## src/rtl/mips_multi_ctrl.sv

```systemverilog
// mips_multi_ctrl: multicycle MIPS main control FSM with memory ready handshake and timeout trap
module mips_multi_ctrl #(
  parameter int MEM_TIMEOUT = 255
) (
  input  logic       clk,
  input  logic       rst,
  input  logic [5:0] opcode,
  input  logic       zero,
  input  logic       mem_ready,
  output logic       pc_en,
  output logic       ir_en,
  output logic       mem_req,
  output logic       mem_we,
  output logic       iord,
  output logic       reg_we,
  output logic       regdst,
  output logic       memtoreg,
  output logic       alusrca,
  output logic [1:0] alusrcb,
  output logic [1:0] aluop,
  output logic [1:0] pcsrc,
  output logic       trap,
  output logic [3:0] state_o
);
  localparam int CW = MEM_TIMEOUT > 0 ? $clog2(MEM_TIMEOUT + 1) : 1;
  localparam logic [CW-1:0] LIM = CW'(MEM_TIMEOUT);
  typedef enum logic [3:0] {
    FETCH = 4'd0, DECODE, MEMADR, MEMRD, MEMWB, MEMWR, EXEC, ALUWB,
    BRANCH, ADDIEX, ADDIWB, JUMP, TRAP
  } state_t;
  typedef struct packed {
    logic       pc_en, ir_en, mem_req, mem_we, iord, reg_we, regdst, memtoreg, alusrca;
    logic [1:0] alusrcb, aluop, pcsrc;
    logic       trap;
  } ctl_t;
  state_t        state, state_n;
  ctl_t          c;
  logic [CW-1:0] cnt;
  logic          waiting, expired;
  assign waiting = state inside {FETCH, MEMRD, MEMWR};
  assign expired = MEM_TIMEOUT != 0 && waiting && !mem_ready && cnt == LIM;
  always_ff @(posedge clk)
    if (rst) begin
      state <= FETCH;
      cnt   <= '0;
    end else begin
      state <= state_n;
      cnt   <= state_n != state ? '0 : waiting && !mem_ready && cnt != '1 ? cnt + CW'(1) : cnt;
    end
  always_comb begin
    c       = '0;
    state_n = FETCH;
    case (state)
      FETCH: begin
        c.mem_req = 1'b1;
        c.alusrcb = 2'd1;
        c.pc_en   = mem_ready;
        c.ir_en   = mem_ready;
        state_n   = mem_ready ? DECODE : expired ? TRAP : FETCH;
      end
      DECODE: begin
        c.alusrcb = 2'd3;
        state_n   = opcode == 6'b100011 || opcode == 6'b101011 ? MEMADR :
                    opcode == 6'b000000 ? EXEC :
                    opcode == 6'b000100 ? BRANCH :
                    opcode == 6'b001000 ? ADDIEX :
                    opcode == 6'b000010 ? JUMP : TRAP;
      end
      MEMADR: begin
        c.alusrca = 1'b1;
        c.alusrcb = 2'd2;
        state_n   = opcode == 6'b100011 ? MEMRD : MEMWR;
      end
      MEMRD: begin
        c.mem_req = 1'b1;
        c.iord    = 1'b1;
        state_n   = mem_ready ? MEMWB : expired ? TRAP : MEMRD;
      end
      MEMWB: begin
        c.reg_we   = 1'b1;
        c.memtoreg = 1'b1;
      end
      MEMWR: begin
        c.mem_req = 1'b1;
        c.mem_we  = 1'b1;
        c.iord    = 1'b1;
        state_n   = mem_ready ? FETCH : expired ? TRAP : MEMWR;
      end
      EXEC: begin
        c.alusrca = 1'b1;
        c.aluop   = 2'd2;
        state_n   = ALUWB;
      end
      ALUWB: begin
        c.reg_we = 1'b1;
        c.regdst = 1'b1;
      end
      BRANCH: begin
        c.alusrca = 1'b1;
        c.aluop   = 2'd1;
        c.pcsrc   = 2'd1;
        c.pc_en   = zero;
      end
      ADDIEX: begin
        c.alusrca = 1'b1;
        c.alusrcb = 2'd2;
        state_n   = ADDIWB;
      end
      ADDIWB: c.reg_we = 1'b1;
      JUMP: begin
        c.pcsrc = 2'd2;
        c.pc_en = 1'b1;
      end
      TRAP: c.trap = 1'b1;
      default: ;
    endcase
  end
  assign {pc_en, ir_en, mem_req, mem_we, iord, reg_we, regdst, memtoreg, alusrca,
          alusrcb, aluop, pcsrc, trap} = rst ? '0 : c;
  assign state_o = rst ? 4'd0 : state;
endmodule

```

## config.mk

```make
export PLATFORM = sky130hd
export DESIGN_NAME = mips_multi_ctrl
export DESIGN_NICKNAME = d
export VERILOG_FILES = /design/src/rtl/mips_multi_ctrl.sv
export SDC_FILE = /design/constraint.sdc
export NUM_CORES = 1
export LEC_CHECK = 0
export ABC_AREA = 1
export CAP_MARGIN = 5
export CORE_MARGIN = 10
export CORE_UTILIZATION = 55
export CTS_BUF_LIST = sky130_fd_sc_hd__clkbuf_4
export DETAILED_ROUTE_END_ITERATION = 12
export DONT_BUFFER_PORTS = 1
export PLACE_DENSITY = 0.8
export SYNTH_ARGS = -nofsm -noshare
export SYNTH_HDL_FRONTEND = slang
export SYNTH_SLANG_ARGS = --single-unit
```

## constraint.sdc

```tcl
create_clock -name clk -period 3.9 [get_ports clk]
set_input_delay 0.585 -clock clk [delete_from_list [all_inputs] [get_ports clk]]
set_output_delay 0.585 -clock clk [all_outputs]
set_load 0.01 [all_outputs]
```

======== Word level (Yosys, flattened, before mapping) ========
Cells that the tools add are included.
storage, ports and cells
  register bits after elaboration ......... 12
  input port bits ......................... 10
  logic and storage cells ................. 65
cells by class
  add/sub/neg operators ................... 1
  eq/ne operators ......................... 20
  mux-type cells .......................... 28
  reductions and logical operators ........ 14
operator list
  kind                                                                   count
  4-bit two-way mux                                                      9
  4-bit case mux with 7 select lines                                     1
  4-bit equality test, second input constant                             5
  4-bit by 3-bit equality test with 1-bit output, second input constant  4
  16-bit two-way mux                                                     1
  6-bit equality test, second input constant                             2
  3-bit two-way mux                                                      4
  1-bit two-way mux                                                      9
  8-bit by 1-bit adder with 8-bit output, second input constant          1
  4-bit by 2-bit equality test with 1-bit output, second input constant  2
  8-bit equality test, second input constant                             1
  8-bit inequality test, second input constant                           1
  2-bit case mux with 2 select lines                                     2
  6-bit by 2-bit equality test with 1-bit output, second input constant  1
  6-bit by 3-bit equality test with 1-bit output, second input constant  1
  6-bit by 4-bit equality test with 1-bit output, second input constant  1
  6-bit logical NOT                                                      1
  2-bit case mux with 3 select lines                                     1
  2-bit OR reduction                                                     3
  3-bit OR reduction                                                     2
  4-bit by 1-bit equality test with 1-bit output, second input constant  1
  4-bit logical NOT                                                      1
  4-bit inequality test                                                  1
  4-bit OR reduction                                                     1
  other kinds (5)                                                        7

======== Longest topological paths before layout ========
  word-level depth ........................ 9
  depth in mapped cells ................... 10
  gate-level depth less buffers ........... 10

======== Least setup slack after synthesis ========
OpenSTA, ideal clock, no wires.
  path type ............................... input port to output port
  start point ............................. input port rst
  end point ............................... output port pcsrc[0]
  arrival time ............................ 1.270 ns
  data required time ...................... 3.315 ns
  path slack .............................. 2.045 ns
  stages .................................. 4
  cell sequence ........................... buf_6 > clkbuf_1 > nor2_1 > buf_4
between the ends
  longest elaborated chain between the ends .. 1
RTL lines
  item                line  source
  start: declaration  6     input logic rst,
  16-bit two-way mux  119   alusrcb, aluop, pcsrc, trap} = rst ? '0 : c;
  end: declaration    21    output logic [1:0] pcsrc,
Every way passes these cells.

======== Worst setup path after layout ========
  start point ............................. register state[1]
  end point ............................... output port pc_en
between the ends
  longest elaborated chain between the ends .. 3
RTL lines
  item                                                             line  source
  start: declaration                                               36    state_t state, state_n;
  start signal: assignment                                         47    state <= state_n;
  4-bit equality test / 4-bit logical NOT (equally long branches)  53    case (state)
  1-bit case mux with 3 select lines *                             53
  16-bit two-way mux *                                             119
  end: declaration                                                 10    output logic pc_en,
Every way passes the cells marked *; elsewhere a longest branch is shown, timed or not.

==> impl_metrics.ini <==
[status]
status = finished, final reports clean

[timing]
fin_worst_skew_ps = 2.83
period_minus_slack_ps = 2060
fin_ws_ps = 1840
worstMarginPinSlew_ps = 546
hold_viol_final = 0
rsz0062_at_grt = false
max_freq_ghz = 0.486
setup_viol = 0
drv_slew = 0
fin_crit_sh_pct = 52.8
max_slew_margin_pct = 63.2
tns_ps = 0

[placed_design]
finalWeightedCongestion = 0.831
placed_cell_area_um2 = 1030
dp_worst_setup_slack_ps = 2160
post-dp-hpwl_um = 1970
numPortBuffers = 0
place_inst = 192

[grt]
antenna_found_initial = 0
track_usage_pct = 12.0
grt_max_degree = 26
grt_overflow = 0
grt_first_pass_wirelength_um = 4130
grt_pass1_vias = 976

[pwr]
vdd_drop_max_mv = 0.137
cellLeakagePower_nw = 0.476
power_switching_uw = 97.2
combinationalPowerShare_pct = 24.9
power-per-cell-area_nw_per_um2 = 264
clockPowerShare_pct = 28.6
finalPower_uw = 281
p_int_uw = 183
seqPwrFrac_pct = 46.6
swShare_pct = 34.7

[clock_tree]
cts_tree = yes
cts_root_buffer = clkbuf_4
cts_max_level = 1
post_cts.repair.setup_buffers = 0
clk_path_buf_depth = 2
clkTransAtPathRegs_ps = 80
clk-insertion-delay-late_ps = 280
cts.sinks = 12
cts_resized = 0
cts_made_buffers = 3
cts_hold_buf = 0

[drt]
antenna_left = 0
vias = 1062
wl_per_cell_um = 12.3
drc = 0
drtPass1Iterations = 4
drt_wl_total_um = 2410
drt-initial-drc-count = 42
post_drt_via_cell_ratio = 5.42

[finish]
fin_cells = 196
final_area_um2 = 1060
drive_gt1_share_pct = 12.3
seqCellArea_um2 = 240
antenna_cells = 0
multi_input_area_um2 = 673
num-fill-cells = 182
nets = 183
syn2layout_area_growth_pct = 1.56

[die]
dieHeight_um = 63.6
die-area_um2 = 4040
die_x_um = 63.6
rows = 15
coreArea_um2 = 1760
start_util_pct = 59.2
io_pins = 30

[yosys]
yosysWarnings = 0
netlist_instances = 173
synth_cell_types = 26
syn_area_um2 = 1040
ys_seq_elements = 12
synth_top_cell_by_area = dfxtp_1
syn_avg_cell_area_um2 = 6.04
synthArstFlopShare_pct = 0
yosysTopAreaCellShare_pct = 23.0
ys_top_cells_by_area = dfxtp_1, nand2_1, nor2_1, inv_1, a21oi_2
synth-edff-count = 0
yosysMostFrequentCell = nand2_1
synth_ff_type = dfxtp_1
synth_top_cells_by_count = nand2_1, nor2_1, inv_1
yosysSeqAreaShare_pct = 23.0
synth_nets = 184

[critical_path]
crit_family = simple AND/OR/NAND/NOR gates
slowest_delay_ps = 360
critPathSlowestCell = dfxtp_1
cp-end-kind = output pin
path_cells = nor2_2 > nand2_2 > inv_1 > nand2_1 > a31oi_1
crit_required_ps = 3310
r2r_slack_ps = 2170
crit_type = reg -> out
arrival_ps = 1470
crit_fanout = 5
critPathBufInv = 1
worst_setup_path_start_kind = flip-flop

[run]
cap_violations = 0

[hold_path]
min_path_type = in -> reg
## registers in the layout, summed over array words and instances (netlist names)
register and flops:
cnt 8, state 4
## routing by layer
layer / global-route usage, % / wire length [µm]
met1: 13.0 / 1030
met2: 21.0 / 1130
met3: 3.71 / 210
met5: 0 / 0
met4: 4.92 / 42
## path summary, 6_finish.rpt
check,cells past startpoint,start,end
hold reg to reg,1,cnt[0]$_SDFFE_PP0P_,cnt[0]$_SDFFE_PP0P_
setup / recovery,5,state[1]$_SDFF_PP0_,pc_en
setup reg to reg,6,cnt[1]$_SDFFE_PP0P_,cnt[4]$_SDFFE_PP0P_
hold / removal,1,rst,state[1]$_SDFF_PP0_
## layout by cell type (no fill, tap or decap), types with 2 or more instances in the layout
| master | synthesis | routed |
|---|---|---|
| a31oi_1 | 5 | 5 |
| nand4_1 | 3 | 3 |
| inv_1 | 22 | 22 |
| nor2_2 | 3 | 3 |
| xnor2_1 | 4 | 4 |
| nand2_1 | 45 | 45 |
| nand3_1 | 12 | 12 |
| nor2_1 | 31 | 31 |
| clkbuf_4 | 0 | 3 |
| xor2_1 | 2 | 2 |
| a21oi_2 | 7 | 7 |
| a21oi_1 | 7 | 7 |
| dfxtp_1 | 12 | 12 |
| nand2_2 | 3 | 3 |
| inv_2 | 2 | 2 |
## per-stage QoR
| step | utilization [%] | hold WS (ps) |
|---|---|---|
| after global routing | 60.1 | 365 |
| after floorplan | - | 450 |
| after global placement | 58.7 | 462 |
| after CTS | 60.1 | 360 |
| after detailed placement | 58.7 | 482 |
| final | 60.1 | 368 |
## final cells by class
class                   instances  share of cell area, %
flip-flops and latches         12                   22.6
multi-input cells             131                   63.4
inverters                      24                   8.49
well taps                      25                   2.95
clock buffers                   3                   2.12
clock inverters                 1                  0.354
## logic make-up after synthesis
| family | after synthesis | synth area share, % |
|---|---|---|
| compound gates | 21 | 13.4 |
| simple gates | 103 | 44.8 |
| xor+xnor | 6 | 5.03 |
| buf+inv | 30 | 12.6 |
| flops | 12 | 23.0 |
| fa+ha+maj | 1 | 1.20 |
## power by group through the flow
stage	combinational, mW	sequential (mW)	clock (mW)
after floorplan	0.0641	0.133	0
after global placement	0.0679	0.133	0
after detailed placement	0.0697	0.133	0
after CTS	0.0702	0.131	0.0831
after global routing	0.0792	0.131	0.0867
final	0.0698	0.131	0.0802
## worst reg2reg max path: cells and delay by family, from the launching register on
family          cells  cell delay (ps)
compound gates      1               50
fa+ha+maj           1              240
flops               1              380
simple gates        4              930
(Power assumes the default switching activity.)
